**src/rtl/acia_pkg.sv**
```systemverilog
// Shared types and constants for the ACIA receive stage: divider codes,
// receiver FSM states, status-register bit positions and the character payload.
package acia_pkg;

  typedef enum logic [1:0] {
    DIV1   = 2'b00,
    DIV16  = 2'b01,
    DIV64  = 2'b10,
    MRESET = 2'b11
  } div_e;

  typedef enum logic [2:0] {
    IDLE   = 3'd0,
    START  = 3'd1,
    DATA   = 3'd2,
    PARITY = 3'd3,
    STOP   = 3'd4
  } state_e;

  localparam int unsigned RDRF = 0;
  localparam int unsigned DCD  = 2;
  localparam int unsigned FE   = 4;
  localparam int unsigned OVRN = 5;
  localparam int unsigned PE   = 6;
  localparam int unsigned IRQ  = 7;

  localparam int unsigned CNT_W = 7;

  typedef struct packed {
    logic       pe;
    logic       fe;
    logic [7:0] data;
  } rx_char_t;

  // Ticks per bit cell for a divider code.
  function automatic logic [CNT_W-1:0] bit_ticks(input div_e d);
    case (d)
      DIV16:   return CNT_W'(16);
      DIV64:   return CNT_W'(64);
      default: return CNT_W'(1);
    endcase
  endfunction

endpackage

```
**src/rtl/acia_rx_sync.sv**
```systemverilog
// Multi-bit synchroniser with rising/falling edge detection on the
// synchronised value (edge outputs are combinational, one clk wide).
module acia_rx_sync #(
  parameter int unsigned WIDTH  = 1,
  parameter int unsigned STAGES = 2
) (
  input  logic             clk,
  input  logic             reset,
  input  logic [WIDTH-1:0] async_i,
  output logic [WIDTH-1:0] sync_o,
  output logic [WIDTH-1:0] rise_c,
  output logic [WIDTH-1:0] fall_c
);

  logic [STAGES-1:0][WIDTH-1:0] stage_q, stage_d;
  logic [WIDTH-1:0]             prev_q, prev_d;

  always_comb begin
    stage_d = {stage_q[STAGES-2:0], async_i};
    prev_d  = stage_q[STAGES-1];
  end

  always_ff @(posedge clk or posedge reset) begin
    if (reset) begin
      stage_q <= '0;
      prev_q  <= '0;
    end else begin
      stage_q <= stage_d;
      prev_q  <= prev_d;
    end
  end

  assign sync_o = stage_q[STAGES-1];
  assign rise_c = sync_o & ~prev_q;
  assign fall_c = ~sync_o & prev_q;

endmodule

```
**src/rtl/acia_rx.sv**
```systemverilog
// 6850-style ACIA receiver: ticks from rxc edges, frames async characters,
// flags and IRQ. Define ACIA_RX_FIFO_EN for a FIFO in place of the holding register.
module acia_rx
  import acia_pkg::*;
#(
  parameter int unsigned SYNC_STAGES = 2,
  parameter int unsigned FIFO_DEPTH  = 4
) (
  input  logic       clk,
  input  logic       reset,
  input  logic       rxc,
  input  logic       rxd,
  input  logic       dcd,
  input  logic [1:0] cfg_div,
  input  logic       cfg_bits8,
  input  logic       cfg_par_en,
  input  logic       cfg_par_odd,
  input  logic       cfg_rie,
  input  logic       rd_data,
  input  logic       rd_status,
  output logic [7:0] rx_data,
  output logic       rdrf,
  output logic       fe,
  output logic       pe,
  output logic       ovrn,
  output logic       dcd_flag,
  output logic       irq
);

  logic [2:0] sync_s, rise_s, fall_s;
  logic       tick_c, rxd_s, rxd_fall_c, dcd_s, dcd_rise_c, mreset_c;
  logic       unused_c;

  acia_rx_sync #(.WIDTH(3), .STAGES(SYNC_STAGES)) u_sync (
    .clk     (clk),
    .reset   (reset),
    .async_i ({dcd, rxd, rxc}),
    .sync_o  (sync_s),
    .rise_c  (rise_s),
    .fall_c  (fall_s)
  );

  assign tick_c     = rise_s[0];
  assign rxd_s      = sync_s[1];
  assign rxd_fall_c = fall_s[1];
  assign dcd_s      = sync_s[2];
  assign dcd_rise_c = rise_s[2];
  assign mreset_c   = (cfg_div == MRESET);
  assign unused_c   = ^{sync_s[0], rise_s[1], fall_s[0], fall_s[2], 1'(FIFO_DEPTH)};

  state_e           state_q, state_d;
  logic [CNT_W-1:0] cnt_q, cnt_d, cnt_inc_c, tgt_c;
  logic             hit_c;
  logic [2:0]       bitcnt_q, bitcnt_d;
  logic [7:0]       shift_q, shift_d;
  logic             par_q, par_d, pe_nx_q, pe_nx_d, done_q, done_d;
  rx_char_t         char_q, char_d;
  div_e             lat_div_q, lat_div_d;
  logic             lat_bits8_q, lat_bits8_d, lat_par_en_q, lat_par_en_d;
  logic             lat_par_odd_q, lat_par_odd_d;

  // START checks at mid-bit; later bits are one full cell apart.
  assign cnt_inc_c = cnt_q + CNT_W'(1);
  assign tgt_c     = (state_q == START) ? (bit_ticks(lat_div_q) >> 1) : bit_ticks(lat_div_q);
  assign hit_c     = tick_c && (cnt_inc_c == tgt_c);

  always_comb begin
    state_d       = state_q;
    cnt_d         = cnt_q;
    bitcnt_d      = bitcnt_q;
    shift_d       = shift_q;
    par_d         = par_q;
    pe_nx_d       = pe_nx_q;
    done_d        = 1'b0;
    char_d        = char_q;
    lat_div_d     = lat_div_q;
    lat_bits8_d   = lat_bits8_q;
    lat_par_en_d  = lat_par_en_q;
    lat_par_odd_d = lat_par_odd_q;
    if (tick_c) cnt_d = hit_c ? '0 : cnt_inc_c;
    case (state_q)
      IDLE: begin
        cnt_d    = '0;
        bitcnt_d = '0;
        par_d    = 1'b0;
        pe_nx_d  = 1'b0;
        if ((cfg_div == DIV1) ? (tick_c && !rxd_s) : rxd_fall_c) begin
          lat_div_d     = div_e'(cfg_div);
          lat_bits8_d   = cfg_bits8;
          lat_par_en_d  = cfg_par_en;
          lat_par_odd_d = cfg_par_odd;
          state_d       = (cfg_div == DIV1) ? DATA : START;
        end
      end
      START: if (hit_c) state_d = rxd_s ? IDLE : DATA;
      DATA: if (hit_c) begin
        shift_d  = {rxd_s, shift_q[7:1]};
        par_d    = par_q ^ rxd_s;
        bitcnt_d = bitcnt_q + 3'd1;
        if (bitcnt_q == (lat_bits8_q ? 3'd7 : 3'd6)) state_d = lat_par_en_q ? PARITY : STOP;
      end
      PARITY: if (hit_c) begin
        pe_nx_d = par_q ^ rxd_s ^ lat_par_odd_q;
        state_d = STOP;
      end
      STOP: if (hit_c) begin
        done_d      = 1'b1;
        char_d.data = lat_bits8_q ? shift_q : {1'b0, shift_q[7:1]};
        char_d.fe   = ~rxd_s;
        char_d.pe   = lat_par_en_q & pe_nx_q;
        state_d     = IDLE;
      end
      default: state_d = IDLE;
    endcase
    // Carrier loss or master reset abandons any character in flight.
    if (dcd_s || mreset_c) begin
      state_d = IDLE;
      cnt_d   = '0;
      done_d  = 1'b0;
    end
  end

  always_ff @(posedge clk or posedge reset) begin
    if (reset) begin
      state_q       <= IDLE;
      cnt_q         <= '0;
      bitcnt_q      <= '0;
      shift_q       <= '0;
      par_q         <= 1'b0;
      pe_nx_q       <= 1'b0;
      done_q        <= 1'b0;
      char_q        <= '0;
      lat_div_q     <= DIV1;
      lat_bits8_q   <= 1'b0;
      lat_par_en_q  <= 1'b0;
      lat_par_odd_q <= 1'b0;
    end else begin
      state_q       <= state_d;
      cnt_q         <= cnt_d;
      bitcnt_q      <= bitcnt_d;
      shift_q       <= shift_d;
      par_q         <= par_d;
      pe_nx_q       <= pe_nx_d;
      done_q        <= done_d;
      char_q        <= char_d;
      lat_div_q     <= lat_div_d;
      lat_bits8_q   <= lat_bits8_d;
      lat_par_en_q  <= lat_par_en_d;
      lat_par_odd_q <= lat_par_odd_d;
    end
  end

  logic [7:0] rx_data_c;
  logic       rdrf_c, fe_c, pe_c;
  logic       ovrn_q, ovrn_d;

`ifdef ACIA_RX_FIFO_EN
  localparam int unsigned AW = $clog2(FIFO_DEPTH);
  localparam int unsigned PW = AW + 1;

  rx_char_t        mem_q [FIFO_DEPTH];
  rx_char_t        mem_d [FIFO_DEPTH];
  logic [AW:0]     wr_q, wr_d, rd_q, rd_d;
  logic            empty_c, full_c, pop_c, push_c;
  rx_char_t        head_c;

  assign empty_c = (wr_q == rd_q);
  assign full_c  = (wr_q[AW] != rd_q[AW]) && (wr_q[AW-1:0] == rd_q[AW-1:0]);
  assign pop_c   = rd_data && !empty_c;
  assign push_c  = done_q && (!full_c || pop_c);
  assign head_c  = mem_q[rd_q[AW-1:0]];

  always_comb begin
    mem_d  = mem_q;
    wr_d   = wr_q;
    rd_d   = rd_q;
    ovrn_d = ovrn_q;
    if (push_c) begin
      mem_d[wr_q[AW-1:0]] = char_q;
      wr_d                = wr_q + PW'(1);
    end
    if (pop_c) rd_d = rd_q + PW'(1);
    if (done_q && full_c && !pop_c) ovrn_d = 1'b1;
    else if (rd_data)               ovrn_d = 1'b0;
    if (mreset_c) begin
      wr_d   = '0;
      rd_d   = '0;
      ovrn_d = 1'b0;
    end
  end

  always_ff @(posedge clk or posedge reset) begin
    if (reset) begin
      for (int i = 0; i < int'(FIFO_DEPTH); i++) mem_q[i] <= '0;
      wr_q   <= '0;
      rd_q   <= '0;
      ovrn_q <= 1'b0;
    end else begin
      mem_q  <= mem_d;
      wr_q   <= wr_d;
      rd_q   <= rd_d;
      ovrn_q <= ovrn_d;
    end
  end

  assign rx_data_c = empty_c ? 8'h00 : head_c.data;
  assign rdrf_c    = !empty_c;
  assign fe_c      = !empty_c && head_c.fe;
  assign pe_c      = !empty_c && head_c.pe;
`else
  logic [7:0] rx_data_q, rx_data_d;
  logic       rdrf_q, rdrf_d, fe_q, fe_d, pe_q, pe_d;

  // A read in the completion clk frees the register, so the new character wins.
  always_comb begin
    rx_data_d = rx_data_q;
    rdrf_d    = rdrf_q;
    fe_d      = fe_q;
    pe_d      = pe_q;
    ovrn_d    = ovrn_q;
    if (done_q) begin
      if (!rdrf_q || rd_data) begin
        rx_data_d = char_q.data;
        fe_d      = char_q.fe;
        pe_d      = char_q.pe;
        rdrf_d    = 1'b1;
      end else begin
        ovrn_d = 1'b1;
      end
    end else if (rd_data) begin
      rdrf_d = 1'b0;
      fe_d   = 1'b0;
      pe_d   = 1'b0;
      ovrn_d = 1'b0;
    end
    if (mreset_c) begin
      rx_data_d = '0;
      rdrf_d    = 1'b0;
      fe_d      = 1'b0;
      pe_d      = 1'b0;
      ovrn_d    = 1'b0;
    end
  end

  always_ff @(posedge clk or posedge reset) begin
    if (reset) begin
      rx_data_q <= '0;
      rdrf_q    <= 1'b0;
      fe_q      <= 1'b0;
      pe_q      <= 1'b0;
      ovrn_q    <= 1'b0;
    end else begin
      rx_data_q <= rx_data_d;
      rdrf_q    <= rdrf_d;
      fe_q      <= fe_d;
      pe_q      <= pe_d;
      ovrn_q    <= ovrn_d;
    end
  end

  assign rx_data_c = rx_data_q;
  assign rdrf_c    = rdrf_q;
  assign fe_c      = fe_q;
  assign pe_c      = pe_q;
`endif

  logic dcd_flag_q, dcd_flag_d, dcd_arm_q, dcd_arm_d, irq_q, irq_d;

  // Carrier flag clears only via status read then data read with carrier present.
  always_comb begin
    dcd_flag_d = dcd_flag_q;
    dcd_arm_d  = dcd_arm_q;
    if (rd_status && dcd_flag_q) dcd_arm_d = 1'b1;
    if (rd_data) begin
      if (dcd_arm_q && !dcd_s) dcd_flag_d = 1'b0;
      dcd_arm_d = 1'b0;
    end
    if (dcd_rise_c) dcd_flag_d = 1'b1;
    irq_d = cfg_rie & (rdrf_c | ovrn_q | dcd_flag_q);
    if (mreset_c) begin
      dcd_flag_d = 1'b0;
      dcd_arm_d  = 1'b0;
      irq_d      = 1'b0;
    end
  end

  always_ff @(posedge clk or posedge reset) begin
    if (reset) begin
      dcd_flag_q <= 1'b0;
      dcd_arm_q  <= 1'b0;
      irq_q      <= 1'b0;
    end else begin
      dcd_flag_q <= dcd_flag_d;
      dcd_arm_q  <= dcd_arm_d;
      irq_q      <= irq_d;
    end
  end

  assign rx_data  = rx_data_c;
  assign rdrf     = rdrf_c;
  assign fe       = fe_c;
  assign pe       = pe_c;
  assign ovrn     = ovrn_q;
  assign dcd_flag = dcd_flag_q;
  assign irq      = irq_q;

endmodule

```
**config.mk**
```make
export PLATFORM = sky130hd
export DESIGN_NAME = acia_rx
export DESIGN_NICKNAME = d
export VERILOG_FILES = /design/src/rtl/acia_pkg.sv /design/src/rtl/acia_rx_sync.sv /design/src/rtl/acia_rx.sv
export SDC_FILE = /design/constraint.sdc
export NUM_CORES = 1
export LEC_CHECK = 0
export BUFFER_PORTS_ARGS = -buffer_cell sky130_fd_sc_hd__buf_2
export CORE_ASPECT_RATIO = 0.5
export CORE_UTILIZATION = 50
export CTS_BUF_LIST = sky130_fd_sc_hd__clkbuf_4 sky130_fd_sc_hd__clkbuf_8 sky130_fd_sc_hd__clkbuf_16
export CTS_CLUSTER_DIAMETER = 80
export DETAILED_ROUTE_END_ITERATION = 12
export PLACE_DENSITY = 0.71
export SYNTH_ARGS = -nofsm -noshare
export SYNTH_HDL_FRONTEND = slang
export SYNTH_SLANG_ARGS = --single-unit
export TNS_END_PERCENT = 10
```
**constraint.sdc**
```tcl
create_clock -name clk -period 2.7 [get_ports clk]
set_input_delay 0.54 -clock clk [delete_from_list [all_inputs] [get_ports clk]]
set_output_delay 0.54 -clock clk [all_outputs]
set_load 0.05 [all_outputs]
```
### Word level (Yosys, flattened, before mapping)

Index checks and enable logic that the tools add are counted.

| storage, ports and cells | value |
|---|---|
| output and inout port bits | 14 |
| flip-flop bits (word level) | 63 |

| operators by class | value |
|---|---|
| add/sub/neg operators | 2 |
| equality and inequality tests | 19 |
| multiplexer cells | 53 |
| bitwise gates (word level) | 11 |
| reduce and logical (&&, ||, !) cells | 30 |

Operators with widths:

| kind | number |
|---|---|
| $mux W7 | 5 |
| $mux W8 | 4 |
| $mux W1 | 28 |
| $mux W3 | 9 |
| $ne A3 B3 Y1 const B | 6 |
| $reduce_and A2 Y1 | 9 |
| $pmux W3 S5 | 1 |
| $reduce_bool A3 Y1 | 5 |
| $pmux W7 S2 | 1 |
| $reduce_bool A2 Y1 | 4 |
| $add A7 B1 Y7 const B | 1 |
| $eq A7 B7 Y1 | 1 |
| $eq A3 B2 Y1 const B | 2 |
| $ne A3 B2 Y1 const B | 2 |
| $pmux W3 S2 | 1 |
| $reduce_and A6 Y1 | 1 |
| $eq A2 B2 Y1 const B | 2 |
| $logic_and A1 B1 Y1 | 4 |
| $mux W2 | 2 |
| $ne A2 B2 Y1 const B | 2 |
| $pmux W1 S2 | 2 |
| $add A3 B1 Y3 const B | 1 |
| $and A3 B3 Y3 | 1 |
| $eq A3 B1 Y1 const B | 1 |
| 14 further kinds | 20 |

### Depth between registers and ports, before layout

| logic depth | value |
|---|---|
| word-level depth | 9 |
| gate-level depth with buffers | 10 |
| depth with buffers taken out | 9 |

### Modules after synthesis

Synthesis repeated with hierarchy kept, for this count alone.

| second synthesis, totals | value |
|---|---|
| cells, all modules | 286 |
| area, all modules | 3,078.0 µm² |

Modules (own cells, without submodules):

| module | area each (µm²) | instances | cells each |
|---|---|---|---|
| acia_rx | 2,796.4 | 1 | 270 |
| acia_rx_sync | 281.5 | 1 | 16 |

### Least setup slack after synthesis

Ideal clock, no wire load.

| timing | value |
|---|---|
| path kind | reg-to-reg |
| start | register cnt_q[0] |
| end | register shift_q[0] |
| buffers on the path | 0 |
| path slack | -0.063 ns |
| arrival | 2.638 ns |
| cell stages (with the launch flop) | 9 |
| period minus slack after synthesis | 2.763 ns |
| path through | dfrtp_1 -> ha_1 -> nand3_4 -> o21a_1 -> or4_1 -> a211oi_2 -> nor2_1 -> nor3_4 -> mux2_2 |

| between the ends | value |
|---|---|
| cells in the longest elaborated chain, start to end | 4 |

Ends and longest elaborated chain:

| item | RTL line | RTL |
|---|---|---|
| from (decl) | acia_rx.sv:52 | `logic [CNT_W-1:0] cnt_q, cnt_d, cnt_inc_c, tgt_c;` |
| from (signal assigned) | acia_rx.sv:139 | `cnt_q <= cnt_d;` |
| $add A7 B1 Y7 | acia_rx.sv:63 | `assign cnt_inc_c = cnt_q + CNT_W'(1);` |
| $eq A7 B7 Y1 | acia_rx.sv:65 | `assign hit_c = tick_c && (cnt_inc_c == tgt_c);` |
| $logic_and A1 B1 Y1 | acia_rx.sv:65 |  |
| $reduce_and A2 Y1 (no line) | n/a |  |
| to (signal assigned) | acia_rx.sv:141 | `shift_q <= shift_d;` |
| to (decl) | acia_rx.sv:55 | `logic [7:0] shift_q, shift_d;` |

Every way passes these cells.
A chain may end at the register's enable or synchronous reset.

### Final worst setup path

| timing | value |
|---|---|
| start | register cnt_q[1] |
| end | register pe_nx_q |

| between the ends | value |
|---|---|
| cells in the longest elaborated chain, start to end | 5 |

Ends and longest elaborated chain:

| item | RTL line | RTL |
|---|---|---|
| $add A7 B1 Y7 | acia_rx.sv:63 |  |
| $eq A7 B7 Y1 | acia_rx.sv:65 |  |
| $logic_and A1 B1 Y1 | acia_rx.sv:65 |  |
| $ne A2 B2 Y1 (no line) | n/a |  |
| $reduce_and A2 Y1 (no line) | n/a |  |
| to (signal assigned) | acia_rx.sv:143 | `pe_nx_q <= pe_nx_d;` |
| to (decl) | acia_rx.sv:56 | `logic par_q, par_d, pe_nx_q, pe_nx_d, done_q, done_d;` |

Every way passes these cells.

==> insert_results.sql <==
INSERT INTO impl_metrics (metric_group, metric, value, unit) VALUES
('critical_path', 'worstPathCellList', 'ha_4, xor2_1, or3_1, nor4_2, o31a_2, o21bai_4, or4b_1, o211ai_1', ''),
('global_route', 'globalRouteOverflowTotal', '0', ''),
('critical_path', 'reg2reg_slack', '0.08', 'ns'),
('finish', 'layout.core_utilization', '66.4', '%'),
('routing', 'firstDrtPassIters', '4', ''),
('timing', 'fin_crit', '2.62', 'ns'),
('finish', 'finalNonFillerCells', '437', ''),
('timing', 'timing.hold.ws', '0.191', 'ns'),
('placed_design', 'place.gp.congestion', '0.880', ''),
('placed_design', 'detailed_place_hpwl', '4.68', 'mm'),
('floorplanning', 'fp.dieW', '114', 'um'),
('timing', 'hold_violations', '0', ''),
('placed_design', 'place.detailed.instances', '416', ''),
('critical_path', 'worst-r2r-cell-count', '8', ''),
('floorplanning', 'die_h', '57.8', 'um'),
('critical_path', 'reg2reg_to', 'pe_nx_q', ''),
('critical_path', 'category_of_the_critical_setup_timing_path', 'flop to flop', ''),
('finish', 'fillCellCount', '450', ''),
('critical_path', 'critical_path_arrival', '2.87', 'ns'),
('finish', 'most-common-layout-cells', 'sky130_fd_sc_hd__dfrtp_1 (63), sky130_fd_sc_hd__nand2_1 (33), sky130_fd_sc_hd__mux2_2 (26), sky130_fd_sc_hd__buf_2 (26), sky130_fd_sc_hd__buf_4 (21)', ''),
('power', 'p_total', '2.62', 'mW'),
('finish', 'antenna-diode-count', '0', ''),
('routing', 'drt_iter0_markers', '124', ''),
('yosys', 'avgSynthCellArea', '10.4', 'sq um'),
('power', 'p_leak', '1.73', 'nW'),
('critical_path', 'critical_path.reg2reg.startpoint', 'cnt_q[1]', ''),
('critical_path', 'endpoint_kind', 'flop', ''),
('routing', 'routed_wirelength', '6.72', 'mm'),
('global_route', 'grt_pass1_wl', '11.5', 'mm'),
('yosys', 'synth_edf_count', '0', ''),
('critical_path', 'crit_path_start', 'cnt_q[1]', ''),
('routing', 'via_count', '2364', ''),
('routing', 'route.detailed.drc', '0', ''),
('clock_tree', 'clock_tree.buffer_depth', '2', ''),
('timing', 'slew_violations', '0', ''),
('finish', 'drive_above_1_share', '31.2', '%'),
('routing', 'drt-wirelength-per-cell', '15.4', 'um'),
('yosys', 'ys_warn_count', '0', ''),
('critical_path', 'slowest_cell_on_crit_path', 'sky130_fd_sc_hd__or4b_1', ''),
('clock_tree', 'cts_sinks', '63', ''),
('floorplanning', 'start_util', '54.4', '%'),
('finish', 'design.final.nets', '365', ''),
('clock_tree', 'clock_latency', '0.33', 'ns'),
('routing', 'ant_nets', '0', ''),
('yosys', 'ys.flop_type', 'sky130_fd_sc_hd__dfrtp_1', ''),
('critical_path', 'crit_path_start_kind', 'flop', ''),
('timing', 'post-route-period-util', '97.1', '%'),
('clock_tree', 'ctsHoldBuffers', '0', ''),
('yosys', 'synthesis.instances', '300', ''),
('finish', 'syn2layout_area_growth', '22.0', '%'),
('yosys', 'synth.ff_latch_count', '63', ''),
('clock_tree', 'tritoncts', 'yes', ''),
('power', 'cellPowerDensity', '689', 'mW/mm^2'),
('status', 'run_status', 'finished, final reports clean', ''),
('critical_path', 'max_stage_delay', '0.54', 'ns'),
('flow_run', 'drv_cap', '0', ''),
('floorplanning', 'pin_count', '27', ''),
('timing', 'report.final.setup_viol', '0', ''),
('yosys', 'synth_sequential_area_ratio', '50.6', '%'),
('global_route', 'first_global_vias', '2397', ''),
('floorplanning', 'overall_die_area', '0.00657', 'sq mm'),
('critical_path', 'worst_ep_required_time', '2.95', 'ns'),
('critical_path', 'critical_path_peak_fanout', '8', ''),
('clock_tree', 'h-tree-depth', '3', ''),
('floorplanning', 'num_rows', '19', ''),
('timing', 'timing.fmax', '382', 'MHz'),
('yosys', 'count_of_different_cell_masters_after_synthesis', '44', ''),
('power', 'vdd.ir_drop.worst', '0.425', 'mV'),
('critical_path', 'timing_endpoint_of_the_critical_path', 'pe_nx_q', ''),
('routing', 'avgViaCountPerCell', '5.41', ''),
('global_route', 'grtUsageTotal', '23.6', '%');
-- logic make-up after synthesis --
logic type | Yosys count | synth area share, %
XOR/XNOR | 10 | 2.81
flip-flops | 63 | 50.6
adder cells (fa/ha/maj) | 4 | 1.61
AND/OR/NAND/NOR | 114 | 19.0
buffers and inverters | 25 | 4.45
AO/OA/AOI/OAI | 52 | 10.2
multiplexers | 32 | 11.3
-- where the power goes --
group          total, mW  internal, mW  switching [mW]
Sequential          1.06         0.998          0.0573
Combinational      0.420         0.186           0.234
Clock               1.14         0.734           0.411
Total               2.62          1.92           0.702
-- per-stage QoR --
step / area, sq um / setup TNS [ns] / setup slack, ns
2_1_floorplan: 3120 / 0 / 0.00592
3_3_place_gp: 3410 / 0 / 0.0999
3_5_place_dp: 3410 / -0.0286 / -0.0146
4_1_cts: 3710 / 0 / 0.0164
5_1_grt: 3800 / -0.00148 / -0.00148
6_report: 3800 / 0 / 0.0790
-- synthesized netlist by cell type (6+ instances only) --
master	number	share of area [%]
sky130_fd_sc_hd__dfrtp_1	63	51
sky130_fd_sc_hd__nand2_1	33	4.0
sky130_fd_sc_hd__mux2_2	26	9.4
sky130_fd_sc_hd__nor2_1	19	2.3
sky130_fd_sc_hd__a21oi_1	18	2.9
sky130_fd_sc_hd__o21ai_0	16	2.6
sky130_fd_sc_hd__nor3_1	15	2.4
sky130_fd_sc_hd__nand3_1	14	2.2
sky130_fd_sc_hd__inv_1	13	1.6
sky130_fd_sc_hd__clkbuf_1	7	0.84
sky130_fd_sc_hd__mux2i_1	6	1.9
sky130_fd_sc_hd__o211ai_1	6	1.4
-- worst max-delay path: cells and delay by family (launching register included) --
family,cells,cell delay [ns]
fa+ha+maj,1,0.19
compound gates,3,0.56
xor+xnor,1,0.14
simple gates,3,1.25
flops,1,0.40
-- repair_timing --
item	in CTS	in global routing
endpoints found under the setup margin	11	18
buffers inserted	0	4
pin swaps	0	8
cloned	0	1
gates resized for setup	1	10
-- worst min path at each step --
stage | end | depth (start not counted) | startpoint | slack [ns]
3_3_place_gp | u_sync.sync_o[2] | 0 | u_sync.stage_d[5] | 0.33
6_report | u_sync.sync_o[1] | 2 | reset | 0.19
4_1_cts | lat_div_q[1] | 2 | reset | 0.20
2_1_floorplan | u_sync.sync_o[0] | 0 | u_sync.stage_d[3] | 0.33
3_5_place_dp | u_sync.sync_o[0] | 0 | u_sync.stage_d[3] | 0.33
5_1_grt | u_sync.sync_o[1] | 2 | reset | 0.24
-- final cells by class --
| type | instances | area, sq um | share of cell area [%] |
|---|---|---|---|
| Timing Repair Buffer | 48 | 308 | 8.09 |
| Inverter | 13 | 48.8 | 1.28 |
| Clock inverter | 5 | 58.8 | 1.55 |
| Tap cell | 84 | 105 | 2.76 |
| Sequential cell | 63 | 1580 | 41.4 |
| Clock buffer | 11 | 240 | 6.32 |
| Multi-Input combinational cell | 213 | 1470 | 38.6 |
-- flip-flops by register name, summed over array words and instances, names as in the netlist, 3 cells and up --
signal,flops
rx_data,8
state_q,3
bitcnt_q,3
shift_q,8
u_sync.stage_d,3
char_q,10
cnt_q,7
u_sync.prev_q,3
u_sync.sync_o,3
-- layer usage --
metal  share of wire (%)  vias up  global-route usage [%]
li1                    -     1145                       -
met5                   0        -                       0
met3                 4.4       11                    7.64
met1                  46     1156                    30.4
met2                  48       52                    38.2
met4                 1.4        0                    8.27
No activity file was read; power rests on OpenSTA's default activity.
